### src/rtl/spi_reg_bridge.sv
// rtl/spi_reg_bridge.sv - SPI byte strobes to byte-wide register bus bridge
module spi_reg_bridge #(
    parameter int unsigned TIMEOUT_CYCLES = 255,
    parameter logic [7:0]  READ_FILL      = 8'hFF
) (
    input  logic        clk_i,
    input  logic        rst_n_i,
    input  logic        cs_n_i,
    input  logic [7:0]  spi_data_i,
    input  logic [15:0] spi_addr_i,
    input  logic        spi_data_wr_i,
    output logic        spi_wr_done_o,
    input  logic        spi_data_req_i,
    output logic [7:0]  spi_data_o,
    output logic        spi_data_rd_o,
    output logic        reg_req_o,
    output logic        reg_we_o,
    output logic [15:0] reg_addr_o,
    output logic [7:0]  reg_wdata_o,
    input  logic [7:0]  reg_rdata_i,
    input  logic        reg_ack_i,
    output logic        err_o,
    input  logic        err_clr_i
);

    localparam logic [15:0] TO_LAST = 16'(TIMEOUT_CYCLES - 1);

    typedef enum logic [2:0] {
        S_IDLE,
        S_WR_BUS,
        S_WR_DONE,
        S_RD_BUS,
        S_RD_PRESENT,
        S_RD_DONE
    } state_t;

    logic wr_meta_q, wr_sync_q, wr_prev_q;
    logic rd_meta_q, rd_sync_q, rd_prev_q;
    logic cs_meta_q, cs_sync_q;
    logic wr_rise, rd_rise;

    state_t      state_q, state_d;
    logic [5:0]  offset_q, offset_d;
    logic [5:0]  base_off;
    logic [15:0] cnt_q, cnt_d;
    logic        pend_rd_q, pend_rd_d;
    logic        req_q, req_d;
    logic        we_q, we_d;
    logic [15:0] addr_q, addr_d;
    logic [7:0]  wdata_q, wdata_d;
    logic [7:0]  rdata_q, rdata_d;
    logic        wr_done_q, wr_done_d;
    logic        data_rd_q, data_rd_d;
    logic        err_q, err_d;
    logic        timeout_hit;

    // Two-flop synchronizers for the SPI-domain strobes plus an edge register
    always_ff @(posedge clk_i or negedge rst_n_i) begin
        if (!rst_n_i) begin
            wr_meta_q <= 1'b0;
            wr_sync_q <= 1'b0;
            wr_prev_q <= 1'b0;
            rd_meta_q <= 1'b0;
            rd_sync_q <= 1'b0;
            rd_prev_q <= 1'b0;
            cs_meta_q <= 1'b1;
            cs_sync_q <= 1'b1;
        end else begin
            wr_meta_q <= spi_data_wr_i;
            wr_sync_q <= wr_meta_q;
            wr_prev_q <= wr_sync_q;
            rd_meta_q <= spi_data_req_i;
            rd_sync_q <= rd_meta_q;
            rd_prev_q <= rd_sync_q;
            cs_meta_q <= cs_n_i;
            cs_sync_q <= cs_meta_q;
        end
    end

    assign wr_rise = wr_sync_q & ~wr_prev_q;
    assign rd_rise = rd_sync_q & ~rd_prev_q;

    // Next-state and registered-output computation for the access FSM
    always_comb begin
        state_d     = state_q;
        offset_d    = offset_q;
        cnt_d       = cnt_q;
        pend_rd_d   = pend_rd_q;
        req_d       = req_q;
        we_d        = we_q;
        addr_d      = addr_q;
        wdata_d     = wdata_q;
        rdata_d     = rdata_q;
        wr_done_d   = wr_done_q;
        data_rd_d   = data_rd_q;
        timeout_hit = 1'b0;
        base_off    = cs_sync_q ? 6'd0 : offset_q;

        // A read edge arriving while busy is served once the FSM is back in IDLE
        if (rd_rise && (state_q != S_IDLE)) begin
            pend_rd_d = 1'b1;
        end

        case (state_q)
            S_IDLE: begin
                offset_d = base_off;
                if (wr_rise) begin
                    state_d = S_WR_BUS;
                    req_d   = 1'b1;
                    we_d    = 1'b1;
                    wdata_d = spi_data_i;
                    addr_d  = spi_addr_i + {10'd0, base_off};
                    cnt_d   = 16'd0;
                    if (rd_rise) begin
                        pend_rd_d = 1'b1;
                    end
                end else if (rd_rise || pend_rd_q) begin
                    state_d   = S_RD_BUS;
                    req_d     = 1'b1;
                    we_d      = 1'b0;
                    addr_d    = spi_addr_i + {10'd0, base_off};
                    cnt_d     = 16'd0;
                    pend_rd_d = 1'b0;
                end
            end
            S_WR_BUS: begin
                if (reg_ack_i || (cnt_q == TO_LAST)) begin
                    timeout_hit = ~reg_ack_i;
                    req_d       = 1'b0;
                    wr_done_d   = 1'b1;
                    state_d     = S_WR_DONE;
                end else begin
                    cnt_d = cnt_q + 16'd1;
                end
            end
            S_WR_DONE: begin
                if (!wr_sync_q) begin
                    wr_done_d = 1'b0;
                    offset_d  = offset_q + 6'd1;
                    state_d   = S_IDLE;
                end
            end
            S_RD_BUS: begin
                if (reg_ack_i) begin
                    rdata_d = reg_rdata_i;
                    req_d   = 1'b0;
                    state_d = S_RD_PRESENT;
                end else if (cnt_q == TO_LAST) begin
                    timeout_hit = 1'b1;
                    rdata_d     = READ_FILL;
                    req_d       = 1'b0;
                    state_d     = S_RD_PRESENT;
                end else begin
                    cnt_d = cnt_q + 16'd1;
                end
            end
            S_RD_PRESENT: begin
                data_rd_d = 1'b1;
                state_d   = S_RD_DONE;
            end
            S_RD_DONE: begin
                if (!rd_sync_q) begin
                    data_rd_d = 1'b0;
                    offset_d  = offset_q + 6'd1;
                    state_d   = S_IDLE;
                end
            end
            default: begin
                state_d = S_IDLE;
                req_d   = 1'b0;
            end
        endcase

        // A fresh timeout outranks a clear arriving in the same cycle
        if (timeout_hit) begin
            err_d = 1'b1;
        end else if (err_clr_i) begin
            err_d = 1'b0;
        end else begin
            err_d = err_q;
        end
    end

    // Access FSM state and registered outputs
    always_ff @(posedge clk_i or negedge rst_n_i) begin
        if (!rst_n_i) begin
            state_q   <= S_IDLE;
            offset_q  <= 6'd0;
            cnt_q     <= 16'd0;
            pend_rd_q <= 1'b0;
            req_q     <= 1'b0;
            we_q      <= 1'b0;
            addr_q    <= 16'd0;
            wdata_q   <= 8'd0;
            rdata_q   <= 8'd0;
            wr_done_q <= 1'b0;
            data_rd_q <= 1'b0;
            err_q     <= 1'b0;
        end else begin
            state_q   <= state_d;
            offset_q  <= offset_d;
            cnt_q     <= cnt_d;
            pend_rd_q <= pend_rd_d;
            req_q     <= req_d;
            we_q      <= we_d;
            addr_q    <= addr_d;
            wdata_q   <= wdata_d;
            rdata_q   <= rdata_d;
            wr_done_q <= wr_done_d;
            data_rd_q <= data_rd_d;
            err_q     <= err_d;
        end
    end

    assign reg_req_o     = req_q;
    assign reg_we_o      = we_q;
    assign reg_addr_o    = addr_q;
    assign reg_wdata_o   = wdata_q;
    assign spi_data_o    = rdata_q;
    assign spi_wr_done_o = wr_done_q;
    assign spi_data_rd_o = data_rd_q;
    assign err_o         = err_q;

endmodule

### config.mk
export PLATFORM = sky130hd
export DESIGN_NAME = spi_reg_bridge
export DESIGN_NICKNAME = d
export VERILOG_FILES = /design/src/rtl/spi_reg_bridge.sv
export SDC_FILE = /design/constraint.sdc
export NUM_CORES = 1
export LEC_CHECK = 0
export ABC_AREA = 1
export CORE_ASPECT_RATIO = 2
export CORE_MARGIN = 2
export CORE_UTILIZATION = 35
export CTS_CLUSTER_DIAMETER = 100
export DETAILED_ROUTE_END_ITERATION = 10
export PLACE_DENSITY = 0.65
export SYNTH_ARGS = -nofsm -noshare
export SYNTH_HDL_FRONTEND = slang
export SYNTH_SLANG_ARGS = --single-unit
### constraint.sdc
create_clock -name clk_i -period 2.2 [get_ports clk_i]
set_input_delay 0.22 -clock clk_i [delete_from_list [all_inputs] [get_ports clk_i]]
set_output_delay 0.22 -clock clk_i [all_outputs]
set_load 0.005 [all_outputs]
==> results of run 1 <==
## routing by layer
| layer | vias to the layer above | routed length, microns | global-route usage |
|---|---|---|---|
| met3 | 19 | 363 | 0.03538 |
| met4 | 0 | 278 | 0.08210 |
| met5 | - | 0 | 0 |
| met1 | 1616 | 3481 | 0.1685 |
| li1 | 1743 | - | - |
| met2 | 72 | 5536 | 0.3137 |
## final timing paths
| path | start | to | slack, ps | cells after the start |
|---|---|---|---|---|
| setup reg to reg | cs_sync_q | reg_addr_o[5] | 170 | 8 |
| hold reg to reg | rd_meta_q | rd_sync_q | 350 | 0 |
| min in group asynchronous | rst_n_i | cnt_q[9] | 400 | 2 |
| max in group asynchronous | rst_n_i | cs_meta_q | 1180 | 3 |
| hold / removal | cs_n_i | cs_meta_q | 290 | 1 |
| setup / recovery | cs_sync_q | reg_addr_o[5] | 170 | 8 |
## cell usage after synthesis, drive strengths merged, types with 2 or more instances
library cell  number  area, sq um
a21oi              5        36.29
a31oi              2        12.51
and2               2        12.51
buf                7        75.07
clkbuf             2        7.510
dfrtp             69         1727
dfstp              2        52.55
ha                 9        112.6
inv               52        195.2
mux2               8        90.09
nand2            165        669.4
nand3             36        190.2
nand3b             3        22.52
nand4              7        43.79
nor2              58        247.7
nor3               8        40.04
o21ai             36        214.0
o22ai              3        31.28
or2                2        12.51
xnor2              6        52.55
xor2              12        105.1
## cells by family after synthesis
kind of cell	count (synthesis)	share of synthesized area
AND/OR/NAND/NOR	281	0.3104
flip-flops	71	0.4459
buffers and inverters	61	0.06962
AO/OA/AOI/OAI	48	0.07871
XOR/XNOR	18	0.03951
adder cells (fa/ha/maj)	10	0.03324
multiplexers	8	0.02258
## flip-flops by register name, summed over array words and instances, names as in the netlist, 3 cells and up
| register | count |
|---|---|
| offset_q | 6 |
| reg_wdata_o | 8 |
| reg_addr_o | 16 |
| cnt_q | 16 |
| state_q | 3 |
| spi_data_o | 8 |
## power breakdown
group          internal (mW)  switching [mW]
clock network           1.14           0.553
registers               1.74           0.296
logic                   1.23            1.39
total                   4.11            2.24
## critical path, delay by kind of cell (launching register included)
kind                       cells  cell delay (ps)
and+or+nand+nor                6              920
AOI/OAI and AO/OA              1              120
adders and majority gates      1              310
DFF                            1              590
## final cells by class
cell class / instances / area share
Tap cell: 142 / 0.03388
Clock buffer: 11 / 0.04629
Sequential cell: 71 / 0.3393
Clock inverter: 5 / 0.02004
Inverter: 52 / 0.03722
Multi-Input combinational cell: 365 / 0.3691
Timing Repair Buffer: 81 / 0.1541
## what timing repair did
item                                    in CTS  in global routing
endpoints found under the setup margin       0                  1
hold buffers                                 1                  0
setup buffers                                0                  1
gates resized for setup                      0                  1
hold endpoints to repair                    35                  0
## metrics by stage
stage / power, mW / setup slack (ps) / utilization / cells
2_1_floorplan: 3.659 / 68.32 / - / 497
3_3_place_gp: 4.648 / 154.2 / 0.4347 / 709
3_5_place_dp: 4.704 / 133.7 / 0.4347 / 709
4_1_cts: 6.441 / 127.5 / 0.4666 / 726
5_1_grt: 6.818 / 15.99 / 0.4675 / 727
6_report: 6.344 / 166.0 / 0.4675 / 727
==> results.py, run 1 <==
metrics = {
    "floorplan": {
        "io_pins": 76,
        "rows": 55,
        "dieHeight_microns": 155,
        "core-area_sq_mm": 0.01122,
        "die_x_microns": 79.50,
        "die_area_sq_mm": 0.01232,
        "initial_utilization": 0.3557,
    },
    "logic_synthesis": {
        "synth_ff_type": "dfrtp_1",
        "synth.ff_latch_count": 71,
        "synth_area_per_cell_sq_um": 8.028,
        "synthArstFlopShare": 1.000,
        "syn_area_sq_mm": 0.003990,
        "synth_cell_types": 36,
        "synth_seq_area_share": 0.4459,
        "syn_nets": 546,
        "netlist_instances": 497,
        "synth-edff-count": 0,
        "yosys_warnings": 0,
    },
    "layout": {
        "drive_gt1_frac": 0.1162,
        "n_fill_cell": 1073,
        "ff_latch_area_sq_mm": 0.001779,
        "layout_commonest_cell": "nand2_1",
        "multi_input_area_sq_mm": 0.001936,
        "layout_common_cells": "154 x nand2_1, 74 x clkdlybuf4s50_1, 69 x dfrtp_1",
        "stdcell_area_sq_mm": 0.005244,
        "nets": 629,
        "antenna-diode-count": 0,
        "areaGrowthSynthToFinish_pct": 31.42,
    },
    "clock_network": {
        "clkTransAtPathRegs_ps": 60,
        "clk_latency_ps": 340,
        "root_buffer": "clkbuf_16",
        "cts.sinks": 71,
        "cts_tree": "yes",
        "numCtsBuffers": 9,
        "cts_max_level": 3,
        "clk_path_buf_depth": 2,
    },
    "worst_setup_path": {
        "arrival_ps": 2260,
        "worstPathMaxFanout": 7,
        "max_stage_delay_ps": 590,
        "crit_required_ps": 2420,
        "worstSetupPathType": "flip-flop to flip-flop",
        "start_kind": "flip-flop",
        "crit_path_top_delay_cell": "dfstp_2",
        "endpoint_kind": "flip-flop",
        "crit_path_cell_trace": "nor2_1 -> ha_1 -> or2_2 -> nand2_1 -> o21bai_1 -> or2_2 -> nand3_1 -> nand2_1",
    },
    "route": {
        "vias": 3450,
        "ant_nets": 0,
        "routed_wl_microns": 9661,
        "vias_per_cell": 4.746,
        "drt_iter0_drc": 141,
        "first_pass_iters": 4,
        "remaining_drc_errors": 0,
        "wl_per_cell_microns": 13.29,
    },
    "sta": {
        "drv_slew": 0,
        "finalSetupViolCount": 0,
        "fin_worst_skew_ps": 8.846,
        "min_period_ps": 2034,
        "tns_ps": 0,
        "worstMarginPinSlew_ps": 591.0,
        "holdWs_ps": 293.2,
        "max_slew_margin": 0.6029,
        "post-route-period-util": 0.9245,
        "grt_setup_unrepaired": "false",
        "hold_viol": 0,
        "max_clock_freq_mhz": 491.6,
    },
    "pwr": {
        "irDropWorstVdd_mv": 0.6317,
        "powerDensity_mw_per_mm2": 1210,
        "leakagePower_nw": 2.475,
    },
    "global_routing": {
        "grt_pass1_vias": 3537,
        "grt_max_degree": 38,
        "globalRouteOverflowTotal": 0,
        "grt_pass1_wl_microns": 16040,
        "antenna_found_initial": 0,
        "grt_use_total": 0.1672,
    },
    "placed_design": {
        "placedInstanceArea_sq_mm": 0.004876,
        "gp_congestion": 0.9318,
        "hpwlAfterDp_microns": 7505,
        "port_buffers": 75,
    },
    "run_status": {
        "status": "complete, no violations",
    },
    "worst_hold_path": {
        "hp-class": "primary input to flip-flop",
    },
    "flow_run": {
        "max_cap_viol_count": 0,
    },
}
Power figures use the tool's default switching activity.
==> run 2: changes to the inputs <==
--- a/config.mk
+++ b/config.mk
@@ -9,6 +9,7 @@
 export CORE_ASPECT_RATIO = 2
 export CORE_MARGIN = 2
 export CORE_UTILIZATION = 35
+export CTS_BUF_LIST = sky130_fd_sc_hd__clkbuf_4 sky130_fd_sc_hd__clkbuf_8
 export CTS_CLUSTER_DIAMETER = 100
 export DETAILED_ROUTE_END_ITERATION = 10
 export PLACE_DENSITY = 0.65
==> run 2 against run 1 <==
Effect of this change: via count did not move; sequential share of layout area grew 0.64 points; sequential power about the same; worst setup slack got worse by 4.7 ps; non-clock buffer count did not move; largest power group unchanged; final area down 1.9%; global-route usage is 0.13 points lower; critical path type unchanged; clock skew is 3.6 ps higher; core utilization is 0.87 points lower; power shrank 6.3%.
==> results.py, run 2 (synthesized netlist as in run 1, its figures left out) <==
metrics = {
    "clock_network": {
        "clk_path_buf_depth": 2,
        "cts_max_level": 3,
        "clk_latency_ps": 350,
        "clkTransAtPathRegs_ps": 80,
        "cts.sinks": 71,
        "root_buffer": "clkbuf_8",
        "numCtsBuffers": 9,
        "cts_tree": "yes",
    },
    "floorplan": {
        "rows": 55,
        "die_x_microns": 79.50,
        "initial_utilization": 0.3557,
        "io_pins": 76,
        "die_area_sq_mm": 0.01232,
        "dieHeight_microns": 155,
        "core-area_sq_mm": 0.01122,
    },
    "route": {
        "vias": 3450,
        "drt_iter0_drc": 171,
        "routed_wl_microns": 9580,
        "wl_per_cell_microns": 13.18,
        "vias_per_cell": 4.746,
        "remaining_drc_errors": 0,
        "first_pass_iters": 4,
        "ant_nets": 0,
    },
    "worst_setup_path": {
        "crit_end": "reg_addr_o[5]",
        "endpoint_kind": "flip-flop",
        "crit_required_ps": 2440,
        "r2r_start": "cs_sync_q",
        "arrival_ps": 2280,
        "crit_start": "cs_sync_q",
        "worstSetupPathType": "flip-flop to flip-flop",
        "r2r_setup_slack_ps": 160,
        "start_kind": "flip-flop",
        "r2r-end": "reg_addr_o[5]",
        "worstPathMaxFanout": 7,
        "r2r_cells": 8,
    },
    "sta": {
        "tns_ps": 0,
        "finalSetupViolCount": 0,
        "fin_worst_skew_ps": 12.40,
        "worstMarginPinSlew_ps": 628.3,
        "max_clock_freq_mhz": 490.5,
        "max_slew_margin": 0.5779,
        "min_period_ps": 2039,
        "grt_setup_unrepaired": "false",
        "hold_viol": 0,
        "post-route-period-util": 0.9267,
        "drv_slew": 0,
    },
    "global_routing": {
        "met2_usage": 0.3149,
        "antenna_found_initial": 0,
        "grt_use_total": 0.1659,
        "grt_pass1_vias": 3486,
        "grt_use_met3": 0.03364,
        "globalRouteOverflowTotal": 0,
        "grt_pass1_wl_microns": 15900,
        "grt_most_used_layer": "met2",
        "met1_usage": 0.1678,
        "grt_max_degree": 38,
    },
    "layout": {
        "layout_commonest_cell": "nand2_1",
        "areaGrowthSynthToFinish_pct": 28.97,
        "final_cells": 727,
        "layout_common_cells": "154 x nand2_1, 74 x clkdlybuf4s50_1, 69 x dfrtp_1",
        "antenna-diode-count": 0,
        "n_fill_cell": 1090,
        "nets": 629,
        "drive_gt1_frac": 0.1179,
    },
    "placed_design": {
        "gp_congestion": 0.9318,
        "hpwlAfterDp_microns": 7505,
        "port_buffers": 75,
        "dp.cells": 709,
    },
    "pwr": {
        "powerDensity_mw_per_mm2": 1155,
        "irDropWorstVdd_mv": 0.5970,
        "finalPower_mw": 5.943,
        "leakagePower_nw": 2.432,
    },
    "worst_hold_path": {
        "hp-class": "primary input to flip-flop",
    },
    "run_status": {
        "status": "complete, no violations",
    },
    "flow_run": {
        "max_cap_viol_count": 0,
    },
}
## run 2: cell counts in the layout (fill, tap and decap cells not counted)
No cell type changed its count.
## run 2: how the worst min path moves through the flow
| stage | from | to | slack (ps) | depth (start not counted) |
|---|---|---|---|---|
| after CTS | cs_n_i | cs_meta_q | 260 | 1 |
| after global placement | rst_n_i | cnt_q[9] | 220 | 1 |
| after global routing | cs_n_i | cs_meta_q | 260 | 1 |
| final | cs_n_i | cs_meta_q | 270 | 1 |
| after detailed placement | rst_n_i | cnt_q[5] | 230 | 1 |
| after floorplan | rst_n_i | cnt_q[0] | -80 | 0 |
## run 2: layout make-up
cell class | instances | area (sq um) | share of cell area
inverter | 52 | 195.2 | 0.03793
clock inverter | 5 | 105.1 | 0.02042
clock buffer | 11 | 145.1 | 0.02820
timing repair buffer | 81 | 808.3 | 0.1571
sequential | 71 | 1779 | 0.3457
tap | 142 | 177.7 | 0.03452
multi-input combinational | 365 | 1936 | 0.3761
## run 2: stage by stage
step	setup WS, ps	instance area [sq um]	utilization	hold WS, ps
final	161.3	5146	0.4588	270.3
after global routing	6.589	5146	0.4588	263.2
after CTS	120.2	5136	0.4579	257.1
after detailed placement	133.7	4876	0.4347	230.3
after global placement	154.2	4876	0.4347	223.0
after floorplan	68.32	3990	-	-75.59
## run 2: worst max-delay path, stage by stage, from the launching register on
cell,delay [ps]
dfstp_2,600
nor2_1,80
ha_1,310
or2_2,300
nand2_1,110
o21bai_1,120
or2_2,290
nand3_1,70
nand2_1,60
## run 2: power breakdown
part | total, mW | internal [mW] | switching, mW
clock network | 1.30 | 0.797 | 0.504
logic | 2.61 | 1.23 | 1.39
registers | 2.03 | 1.74 | 0.293
## run 2: layer usage
| layer | vias up | share of wire |
|---|---|---|
| li1 | 1745 | - |
| met1 | 1617 | 0.36 |
| met2 | 70 | 0.57 |
| met3 | 18 | 0.037 |
| met4 | 0 | 0.028 |
| met5 | - | 0 |
## run 2: repair_timing
item / CTS / global route
hold endpoints to repair: 35 / 0
hold buffers: 1 / 0
endpoints found under the setup margin: 0 / 3
setup buffers: 0 / 1
gates resized for setup: 0 / 1
==> run 3: changes to the inputs <==
==> constraint.sdc (replaced) <==
create_clock -name clk_i -period 1.7 [get_ports clk_i]
set_input_delay 0.17 -clock clk_i [delete_from_list [all_inputs] [get_ports clk_i]]
set_output_delay 0.17 -clock clk_i [all_outputs]
set_load 0.005 [all_outputs]
==> run 3 against run 2 <==
Effect of this change: the run now ends with negative setup slack left; cell count up 6.3%; core utilization up 6.3 points; clock power up 28%; combinational power up 64%; critical path type unchanged; critical endpoint unchanged; highest routed layer unchanged.
==> results.py, run 3 (synthesized netlist as in run 1, its figures left out) <==
metrics = {
    "layout": {
        "multi_input_area_sq_mm": 0.002266,
        "n_fill_cell": 1024,
        "areaGrowthSynthToFinish_pct": 46.69,
        "final_cells": 773,
        "layout_commonest_cell": "nand2_1",
        "stdcell_area_sq_mm": 0.005853,
        "nets": 675,
        "layout_common_cells": "145 x nand2_1, 74 x clkdlybuf4s50_1, 67 x dfrtp_1",
        "ff_latch_area_sq_mm": 0.001782,
        "antenna-diode-count": 0,
        "finish.utilization": 0.5218,
        "drive_gt1_frac": 0.2520,
    },
    "sta": {
        "tns_ps": -2062,
        "holdWs_ps": 231.6,
        "grt_setup_unrepaired": "true",
        "drv_slew": 0,
        "max_slew_margin": 0.7150,
        "worstMarginPinSlew_ps": 424.2,
        "max_clock_freq_mhz": 526.8,
        "finalWorstSetupSlack_ps": -198.4,
        "min_period_ps": 1898,
        "finalSetupViolCount": 13,
        "fin_worst_skew_ps": 9.109,
        "post-route-period-util": 1.117,
        "hold_viol": 0,
    },
    "clock_network": {
        "cts.sinks": 71,
        "numCtsBuffers": 9,
        "clk_path_buf_depth": 2,
        "cts_tree": "yes",
        "root_buffer": "clkbuf_8",
        "clkTransAtPathRegs_ps": 80,
        "clk_latency_ps": 350,
        "cts_max_level": 3,
    },
    "global_routing": {
        "grt_pass1_vias": 3909,
        "globalRouteOverflowTotal": 0,
        "antenna_found_initial": 0,
        "grt_max_degree": 27,
        "grt_use_total": 0.1830,
        "grt_pass1_wl_microns": 17600,
    },
    "worst_setup_path": {
        "arrival_ps": 2140,
        "endpoint_kind": "flip-flop",
        "crit_required_ps": 1940,
        "worstSetupPathType": "flip-flop to flip-flop",
        "start_kind": "flip-flop",
        "worstPathMaxFanout": 6,
    },
    "run_status": {
        "violations": "negative setup slack",
        "status": "finished, violations left",
    },
    "floorplan": {
        "core-area_sq_mm": 0.01122,
        "die_area_sq_mm": 0.01232,
        "die_x_microns": 79.50,
        "dieHeight_microns": 155,
        "io_pins": 76,
        "rows": 55,
        "initial_utilization": 0.3557,
    },
    "pwr": {
        "finalPower_mw": 8.562,
        "switching_share": 0.3756,
        "powerDensity_mw_per_mm2": 1463,
        "clkPwrFrac": 0.195,
        "seqPwrFrac": 0.304,
        "p_sw_mw": 3.216,
        "leakagePower_nw": 2.726,
        "combPwrFrac": 0.500,
        "p_int_mw": 5.346,
        "irDropWorstVdd_mv": 0.8269,
    },
    "placed_design": {
        "hpwlAfterDp_microns": 8231,
        "gp_congestion": 0.9254,
        "port_buffers": 75,
        "placedInstanceArea_sq_mm": 0.005253,
        "dp.cells": 745,
        "dp_worst_setup_slack_ps": -240.0,
    },
    "route": {
        "wl_per_cell_microns": 14.27,
        "ant_nets": 0,
        "first_pass_iters": 4,
        "vias": 3751,
        "vias_per_cell": 4.853,
        "remaining_drc_errors": 0,
        "routed_wl_microns": 11030,
        "drt_iter0_drc": 124,
    },
    "flow_run": {
        "max_cap_viol_count": 0,
    },
    "worst_hold_path": {
        "hp-class": "primary input to flip-flop",
    },
}
## run 3: changes by cell type in the layout (fill, tap and decap cells not counted), moves of 6 or more
cell     change
buf_6        +7
nand2_1      -9
buf_4       +37
nor2_1      -10
nand3_2      +6
nand3_1      -8
nor2_4       +7
## run 3: critical path: stages, from the launching register on
cell,delay [ps]
dfstp_2,640
buf_6,140
nor2_4,40
ha_4,220
or2_4,270
nand2_4,80
o21bai_4,80
or2_4,230
nand3_2,50
nand2_1,50
## run 3: power groups by stage
stage	Clock [mW]	Sequential, mW	Combinational, mW
floorplan	0	2.61	2.20
global route	1.80	2.68	4.70
finish	1.67	2.61	4.28
CTS	1.73	2.61	4.04
global placement	0	2.62	3.83
detailed placement	0	2.64	3.92
## run 3: final timing paths
kind | start | to | slack, ps | depth (start not counted)
setup / recovery | cs_sync_q | reg_addr_o[5] | -200 | 9
hold / removal | cs_n_i | cs_meta_q | 230 | 1
setup reg to reg | cs_sync_q | reg_addr_o[5] | -200 | 9
hold reg to reg | cs_meta_q | cs_sync_q | 370 | 0
max in group asynchronous | rst_n_i | cs_sync_q | 850 | 3
min in group asynchronous | rst_n_i | reg_wdata_o[7] | 260 | 2
## run 3: final cells by class
type | count | share of cell area
Timing Repair Buffer | 126 | 0.2024
Inverter | 52 | 0.03378
Multi-Input combinational cell | 366 | 0.3871
Clock buffer | 9 | 0.02116
Sequential cell | 71 | 0.3044
Clock inverter | 7 | 0.02074
Tap cell | 142 | 0.03035
## run 3: metal layers
layer / wire length [microns] / share of wire / up-vias / GRT usage
met5: 0 / 0 / - / 0
met4: 531 / 0.048 / 0 / 0.08456
met3: 345 / 0.031 / 39 / 0.03132
met2: 6371 / 0.58 / 93 / 0.3613
met1: 3780 / 0.34 / 1777 / 0.1749
li1: - / - / 1842 / -
## run 3: what timing repair did
action	CTS	global route
pin swaps	9	19
gates cloned	0	1
hold buffers	1	0
buffers inserted	0	11
setup endpoints to repair	15	46
hold endpoints to repair	23	0
resized for setup	18	38
